**config.mk**
```make
export PLATFORM = sky130hd
export DESIGN_NAME = data_mem_arbiter_flat
export DESIGN_NICKNAME = d
export VERILOG_FILES = /design/src/rtl/data_mem_arbiter_if.sv /design/src/rtl/data_mem_arbiter.sv /design/src/flat_wrapper.sv
export SDC_FILE = /design/constraint.sdc
export NUM_CORES = 1
export LEC_CHECK = 0
export ABC_AREA = 1
export BUFFER_PORTS_ARGS = -buffer_cell sky130_fd_sc_hd__buf_2
export CORE_ASPECT_RATIO = 0.9
export CORE_MARGIN = 3
export CORE_UTILIZATION = 33
export DETAILED_ROUTE_END_ITERATION = 6
export PLACE_DENSITY = 0.63
export SLEW_MARGIN = 20
export SYNTH_ARGS = -nofsm -noshare
export SYNTH_HDL_FRONTEND = slang
export SYNTH_SLANG_ARGS = --single-unit
```
**constraint.sdc**
```tcl
create_clock -name clk -period 1.4 [get_ports clk]
set_input_delay 0.07 -clock clk [delete_from_list [all_inputs] [get_ports clk]]
set_output_delay 0.07 -clock clk [all_outputs]
set_load 0.02 [all_outputs]
```
**src/rtl/data_mem_arbiter_if.sv**
```systemverilog
// rtl/data_mem_arbiter_if.sv - CPU, host and RAM signal bundle for the data memory arbiter
interface data_mem_arbiter_if #(
    parameter int DATA_W = 16,
    parameter int ADDR_W = 16
) ();
    // CPU memory stage
    logic              cpu_req;
    logic              cpu_we;
    logic [ADDR_W-1:0] cpu_addr;
    logic [DATA_W-1:0] cpu_wdata;
    logic              cpu_stall;
    logic [DATA_W-1:0] cpu_rdata;
    logic              cpu_rvalid;

    // host / loader port
    logic              host_req;
    logic              host_we;
    logic [ADDR_W-1:0] host_addr;
    logic [DATA_W-1:0] host_wdata;
    logic              host_gnt;
    logic [DATA_W-1:0] host_rdata;
    logic              host_rvalid;

    // RAM side
    logic [ADDR_W-1:0] ram_rdaddress;
    logic [ADDR_W-1:0] ram_wraddress;
    logic [DATA_W-1:0] ram_data;
    logic              ram_wren;
    logic [DATA_W-1:0] ram_q;

    // arbiter side
    modport slave (
        input  cpu_req, cpu_we, cpu_addr, cpu_wdata,
        output cpu_stall, cpu_rdata, cpu_rvalid,
        input  host_req, host_we, host_addr, host_wdata,
        output host_gnt, host_rdata, host_rvalid,
        output ram_rdaddress, ram_wraddress, ram_data, ram_wren,
        input  ram_q
    );

    // requesters plus RAM model side
    modport master (
        output cpu_req, cpu_we, cpu_addr, cpu_wdata,
        input  cpu_stall, cpu_rdata, cpu_rvalid,
        output host_req, host_we, host_addr, host_wdata,
        input  host_gnt, host_rdata, host_rvalid,
        input  ram_rdaddress, ram_wraddress, ram_data, ram_wren,
        output ram_q
    );
endinterface

```
**src/rtl/data_mem_arbiter.sv**
```systemverilog
// rtl/data_mem_arbiter.sv - CPU/host data RAM arbiter with forced host grant; optional stats via DATA_MEM_ARB_STATS_EN
module data_mem_arbiter #(
    parameter int DATA_W   = 16,
    parameter int ADDR_W   = 16,
    parameter int MAX_WAIT = 4
) (
    input  logic               clk,
    input  logic               rst_n,
    data_mem_arbiter_if.slave  bus,
    output logic [15:0]        stall_count,
    output logic [15:0]        conflict_count
);

    typedef enum logic {
        S_NORM,
        S_FORCE
    } state_t;

    typedef enum logic [1:0] {
        OWN_NONE,
        OWN_CPU,
        OWN_HOST
    } owner_t;

    localparam logic [3:0] MAX_WAIT_C = 4'(MAX_WAIT);

    state_t            state;
    state_t            state_next;
    logic [3:0]        wait_cnt;
    logic [3:0]        wait_next;

    logic              host_win;
    logic              cpu_win;
    logic              granted;
    logic              sel_we;
    logic [ADDR_W-1:0] sel_addr;
    logic [DATA_W-1:0] sel_data;
    logic [ADDR_W-1:0] last_addr;
    logic [DATA_W-1:0] last_data;

    owner_t            rd_owner;
    owner_t            rd_owner_next;
    logic [DATA_W-1:0] cpu_hold;
    logic [DATA_W-1:0] host_hold;
    logic              stall_now;

    // Grant decision: the host wins when the CPU is idle or the host is owed a forced beat
    always_comb begin
        host_win = 1'b0;
        cpu_win  = 1'b0;
        if (rst_n) begin
            if (bus.host_req && (state == S_FORCE || !bus.cpu_req)) begin
                host_win = 1'b1;
            end else if (bus.cpu_req) begin
                cpu_win = 1'b1;
            end
        end
    end

    // Next state: count consecutive host losses and schedule one forced host beat at the limit
    always_comb begin
        state_next = S_NORM;
        wait_next  = wait_cnt;
        if (!bus.host_req || host_win) begin
            wait_next = 4'd0;
        end else begin
            wait_next = wait_cnt + 4'd1;
        end
        if (state == S_NORM && bus.host_req && !host_win && wait_next == MAX_WAIT_C) begin
            state_next = S_FORCE;
        end
    end

    // State and host-loss counter registers
    always_ff @(posedge clk or negedge rst_n) begin
        if (!rst_n) begin
            state    <= S_NORM;
            wait_cnt <= 4'd0;
        end else begin
            state    <= state_next;
            wait_cnt <= wait_next;
        end
    end

    // RAM mux: follow the granted requester, otherwise hold the last driven address/data
    always_comb begin
        granted  = host_win | cpu_win;
        sel_we   = 1'b0;
        sel_addr = last_addr;
        sel_data = last_data;
        if (host_win) begin
            sel_we   = bus.host_we;
            sel_addr = bus.host_addr;
            sel_data = bus.host_wdata;
        end else if (cpu_win) begin
            sel_we   = bus.cpu_we;
            sel_addr = bus.cpu_addr;
            sel_data = bus.cpu_wdata;
        end
    end

    // Remember the last granted address/data so an idle cycle does not disturb the RAM inputs
    always_ff @(posedge clk or negedge rst_n) begin
        if (!rst_n) begin
            last_addr <= '0;
            last_data <= '0;
        end else if (granted) begin
            last_addr <= sel_addr;
            last_data <= sel_data;
        end
    end

    assign bus.ram_rdaddress = rst_n ? sel_addr : '0;
    assign bus.ram_wraddress = rst_n ? sel_addr : '0;
    assign bus.ram_data      = rst_n ? sel_data : '0;
    assign bus.ram_wren      = granted & sel_we;
    assign bus.host_gnt      = host_win;
    assign stall_now         = rst_n & bus.cpu_req & ~cpu_win;
    assign bus.cpu_stall     = stall_now;

    // Tag the owner of a granted read so the next cycle's ram_q goes back to it
    always_comb begin
        rd_owner_next = OWN_NONE;
        if (host_win && !bus.host_we) begin
            rd_owner_next = OWN_HOST;
        end else if (cpu_win && !bus.cpu_we) begin
            rd_owner_next = OWN_CPU;
        end
    end

    // Read-return tag plus per-port hold registers so the non-owner keeps its last data
    always_ff @(posedge clk or negedge rst_n) begin
        if (!rst_n) begin
            rd_owner  <= OWN_NONE;
            cpu_hold  <= '0;
            host_hold <= '0;
        end else begin
            rd_owner <= rd_owner_next;
            if (rd_owner == OWN_CPU) begin
                cpu_hold <= bus.ram_q;
            end
            if (rd_owner == OWN_HOST) begin
                host_hold <= bus.ram_q;
            end
        end
    end

    assign bus.cpu_rvalid  = (rd_owner == OWN_CPU);
    assign bus.host_rvalid = (rd_owner == OWN_HOST);
    assign bus.cpu_rdata   = (rd_owner == OWN_CPU)  ? bus.ram_q : cpu_hold;
    assign bus.host_rdata  = (rd_owner == OWN_HOST) ? bus.ram_q : host_hold;

`ifdef DATA_MEM_ARB_STATS_EN
    // Saturating counters of CPU stall cycles and contested cycles
    always_ff @(posedge clk or negedge rst_n) begin
        if (!rst_n) begin
            stall_count    <= 16'd0;
            conflict_count <= 16'd0;
        end else begin
            if (stall_now && stall_count != 16'hFFFF) begin
                stall_count <= stall_count + 16'd1;
            end
            if (bus.cpu_req && bus.host_req && conflict_count != 16'hFFFF) begin
                conflict_count <= conflict_count + 16'd1;
            end
        end
    end
`else
    assign stall_count    = 16'd0;
    assign conflict_count = 16'd0;
`endif

endmodule

```
**src/flat_wrapper.sv**
```systemverilog
// flat-port wrapper written by rule: the top's interface ports become plain ports
module data_mem_arbiter_flat 
#(
    parameter int DATA_W   = 16,
    parameter int ADDR_W   = 16,
    parameter int MAX_WAIT = 4
)
  (clk, rst_n, stall_count, conflict_count, bus_cpu_req, bus_cpu_we, bus_cpu_addr, bus_cpu_wdata, bus_cpu_stall, bus_cpu_rdata, bus_cpu_rvalid, bus_host_req, bus_host_we, bus_host_addr, bus_host_wdata, bus_host_gnt, bus_host_rdata, bus_host_rvalid, bus_ram_rdaddress, bus_ram_wraddress, bus_ram_data, bus_ram_wren, bus_ram_q);
  data_mem_arbiter_if #(.DATA_W(DATA_W), .ADDR_W(ADDR_W)) bus_i ();
  input  logic clk;
  input  logic rst_n;
  output logic [15:0] stall_count;
  output logic [15:0] conflict_count;
  input wire logic [$bits(bus_i.cpu_req)-1:0] bus_cpu_req;
  input wire logic [$bits(bus_i.cpu_we)-1:0] bus_cpu_we;
  input wire logic [$bits(bus_i.cpu_addr)-1:0] bus_cpu_addr;
  input wire logic [$bits(bus_i.cpu_wdata)-1:0] bus_cpu_wdata;
  output wire logic [$bits(bus_i.cpu_stall)-1:0] bus_cpu_stall;
  output wire logic [$bits(bus_i.cpu_rdata)-1:0] bus_cpu_rdata;
  output wire logic [$bits(bus_i.cpu_rvalid)-1:0] bus_cpu_rvalid;
  input wire logic [$bits(bus_i.host_req)-1:0] bus_host_req;
  input wire logic [$bits(bus_i.host_we)-1:0] bus_host_we;
  input wire logic [$bits(bus_i.host_addr)-1:0] bus_host_addr;
  input wire logic [$bits(bus_i.host_wdata)-1:0] bus_host_wdata;
  output wire logic [$bits(bus_i.host_gnt)-1:0] bus_host_gnt;
  output wire logic [$bits(bus_i.host_rdata)-1:0] bus_host_rdata;
  output wire logic [$bits(bus_i.host_rvalid)-1:0] bus_host_rvalid;
  output wire logic [$bits(bus_i.ram_rdaddress)-1:0] bus_ram_rdaddress;
  output wire logic [$bits(bus_i.ram_wraddress)-1:0] bus_ram_wraddress;
  output wire logic [$bits(bus_i.ram_data)-1:0] bus_ram_data;
  output wire logic [$bits(bus_i.ram_wren)-1:0] bus_ram_wren;
  input wire logic [$bits(bus_i.ram_q)-1:0] bus_ram_q;
  assign bus_i.cpu_req = bus_cpu_req;
  assign bus_i.cpu_we = bus_cpu_we;
  assign bus_i.cpu_addr = bus_cpu_addr;
  assign bus_i.cpu_wdata = bus_cpu_wdata;
  assign bus_cpu_stall = bus_i.cpu_stall;
  assign bus_cpu_rdata = bus_i.cpu_rdata;
  assign bus_cpu_rvalid = bus_i.cpu_rvalid;
  assign bus_i.host_req = bus_host_req;
  assign bus_i.host_we = bus_host_we;
  assign bus_i.host_addr = bus_host_addr;
  assign bus_i.host_wdata = bus_host_wdata;
  assign bus_host_gnt = bus_i.host_gnt;
  assign bus_host_rdata = bus_i.host_rdata;
  assign bus_host_rvalid = bus_i.host_rvalid;
  assign bus_ram_rdaddress = bus_i.ram_rdaddress;
  assign bus_ram_wraddress = bus_i.ram_wraddress;
  assign bus_ram_data = bus_i.ram_data;
  assign bus_ram_wren = bus_i.ram_wren;
  assign bus_i.ram_q = bus_ram_q;
  data_mem_arbiter #(.DATA_W(DATA_W), .ADDR_W(ADDR_W), .MAX_WAIT(MAX_WAIT)) u_core (.clk(clk), .rst_n(rst_n), .bus(bus_i), .stall_count(stall_count), .conflict_count(conflict_count));
endmodule
```
==> impl_results.md <==
- Critical R2R Launch: u_core.state
- Final hold vios: 0
- Root Driver: clkbuf_16
- Worst Hold Class: input port to flip-flop
- CP dominant cell by count: buf_6
- Final antenna diode count: 0
- Router iterations before antenna repair: 4
- Vias: 3902
- Core Footprint: 0.0111 mm2
- Crit path cell chain: buf_6 > nor2_4 > clkinv_4 > buf_16 > o21ai_4 > buf_6
- Max_slew headroom: 0.634
- Setup crit start: u_core.rd_owner[1]
- CTS buffer count: 9
- Full die area: ~0.013 mm2
- Period utilisation layout: 1.18
- Post-synthesis register bit count: 71
- Nets: 765
- Total chip power: 7.63 mW
- Critical Path RT: 1.33 ns
- Failing checks: negative setup slack
- IO Port Bufs: 170
- Final Max Tran Viols: 0
- Die W: ~120 um
- Clock latency on the worst-skew pair: approximately 0.33 ns
- Finished Layout Cells: approximately 840
- Max-cap violation count: 0
- Crit path max fanout: 8
- Kind of critical path: flip-flop to primary output
- Layout area overhead: 76.4%
- Critical path's slowest cell: dfrtp_1
- Final Skew: 0.00438 ns
- Layout filler cell count: 895
- Clock Tree Buf Depth: 2
- WP data arrival: 1.59 ns
- Vias in the first global route: 4013
- Routed Antenna Nets: 0
- DRC viols: 0
- Slew @ Worst Pin: 0.547 ns
- Initial DRC Count: approximately 210
- Clk sinks: 71
- Clock-pin slew on the worst setup and hold paths: 0.06 ns
- Leakage power total: 3.61 nW
- Distinct cells, synth: 19
- RSZ-0062 raised after global routing: yes
- Avg Vias per Cell: 4.67
- GR Util All Layers: 0.190
- Syn Area/Cell: 8.28 um2
- DR WL/cell: 15.7 um
- Minimum clock period: 1.66 ns
- CP Launch Type: flip-flop
- Warnings from Yosys: 0
- Max frequency: about 600 MHz
- Hold wc startpoint: bus_cpu_wdata[12]
- Post-Synthesis Cells: 464
- Largest net degree at the start of global routing: 36
- CTS tree: built
- Seq/Total Area, Yosys: 0.463
- Worst Slack Setup Final: -0.256 ns
- Share of layout cells above drive strength 1: 0.565
- Hpwl dp: 7230 um
- Global route overflow: 0
- CP peak stage delay: 0.39 ns
- Std cell rows: 36
- Initial core utilization: 0.347
- Placed insts: approximately 760
- GP Congestion: 0.776
- Critical Path End Type: primary output
- Antenna violations before repair: 0
- Drt total wl: 13100 um
- Synth Cell Area: 0.00384 mm2
- Max H-tree Level: 3
- Num ports: a little over 200
- Status: complete, but fails checks
- Maximum VDD drop: 577 uV
- First-pass GRT wire length: approximately 20000 um
- Die Height: 108 um
- Power Density: 1130 mW/mm2
- Setup violators final: 84
-- stage by stage --
| step | instance area, um2 | hold slack (ns) | setup slack, ns | setup TNS [ns] | util |
|---|---|---|---|---|---|
| after floorplan | 4040 | -0.226 | -0.0281 | -0.494 | - |
| after global placement | 4770 | 0.0989 | 0.0569 | 0 | 0.430 |
| after detailed placement | 4770 | 0.106 | 0.0511 | 0 | 0.430 |
| after CTS | 6490 | 0.00463 | -0.251 | -15.77 | 0.586 |
| after global routing | 6780 | 0.00911 | -0.328 | -21.60 | 0.612 |
| final | 6780 | 0.00919 | -0.256 | -15.10 | 0.612 |
-- worst paths after layout --
kind	end	slack (ns)	cells past startpoint
max in group asynchronous	u_core.last_addr[5]	0.43	3
max reg2reg	u_core.last_addr[13]	0.06	8
min reg2reg	u_core.last_addr[0]	0.48	2
min	u_core.last_data[12]	0.009	3
min in group asynchronous	u_core.last_data[6]	0.12	3
max	bus_cpu_rdata[8]	-0.26	6
-- cell families (layout without fill, tap and decap cells) --
group	Yosys count	after routing	synth area share
flip-flops	71	71	0.463
buffers and inverters	137	325	0.198
adder cells (fa/ha/maj)	1	1	0.00326
AO/OA/AOI/OAI	36	36	0.0498
AND/OR/NAND/NOR	218	218	0.286
other	1	32	0.000976
-- flip-flops by register name, summed over array words and instances (netlist names) --
name	count
u_core.host_hold	16
u_core.wait_cnt	4
u_core.state	1
u_core.cpu_hold	16
u_core.last_data	16
u_core.rd_owner	2
u_core.last_addr	16
-- cells in the final DEF (no fill, tap or decap), types with 4 or more instances in the layout --
master and count:
buf_2 86, buf_6 81, dfrtp_1 71, nand2_1 66
buf_4 45, nand3_2 42, inv_1 38, nand4_1 34
nand2_2 33, conb_1 32, o21ai_4 29, nand3_1 24
inv_2 21, dlygate4sd3_1 21, clkbuf_16 10, nand2_4 9
buf_12 7, nor2_1 6, buf_16 6, o21ai_2 4
-- synthesized netlist by cell type --
cell type | number | area [um2]
o21ai_4 | 1 | 16.3
clkbuf_1 | 6 | 22.5
nor2_1 | 7 | 26.3
nand3_1 | 47 | 235
inv_1 | 59 | 221
nand2_1 | 108 | 405
nand4_1 | 34 | 213
a21oi_1 | 3 | 15.0
inv_2 | 1 | 3.75
buf_6 | 3 | 33.8
nand3_2 | 20 | 200
buf_4 | 55 | 413
nand2_2 | 1 | 6.26
ha_1 | 1 | 12.5
conb_1 | 1 | 3.75
buf_2 | 13 | 65.1
o21ai_0 | 32 | 160
dfrtp_1 | 71 | 1780
nand2_4 | 1 | 11.3
-- cell type report --
cell class / count / area (um2) / share of cell area
Sequential cell: 71 / 1780 / 0.262
Timing Repair Buffer: 249 / 2250 / 0.332
Clock buffer: 10 / 229 / 0.0338
Multi-Input combinational cell: 287 / 2050 / 0.303
Clock inverter: 6 / 45.0 / 0.00665
Tap cell: 152 / 190 / 0.0281
Inverter: 60 / 230 / 0.0340
-- worst max-delay path: cells and delay by family (launching register included) --
family                 cells  cell delay, ns
AO/OA/AOI/OAI              1            0.15
AND/OR/NAND/NOR            1            0.11
buffers and inverters      4            0.59
flip-flops                 1            0.39
-- report_power, final --
| group | leakage (nW) | internal [mW] | total [mW] | switching [mW] |
|---|---|---|---|---|
| sequential | 0.887 | 2.39 | 2.54 | 0.156 |
| combinational | 2.59 | 1.40 | 2.97 | 1.57 |
| clock | 0.137 | 1.21 | 2.12 | 0.906 |
-- layer usage --
layer	track usage	up-vias	routed length, um	part of all wire
met5	0	-	0	0
met1	0.215	1895	4900	0.37
met3	0.0418	15	680	0.052
met4	0.0654	0	191	0.015
met2	0.354	144	7360	0.56
li1	-	1848	-	-
-- repair_timing --
item	CTS	global route
pin swaps	7	8
resized for setup	267	67
cloned	7	1
hold buffers	21	0
endpoints found under the setup margin	83	85
setup buffers	25	10
hold endpoints to repair	53	0
Power figures use the tool's default switching activity.
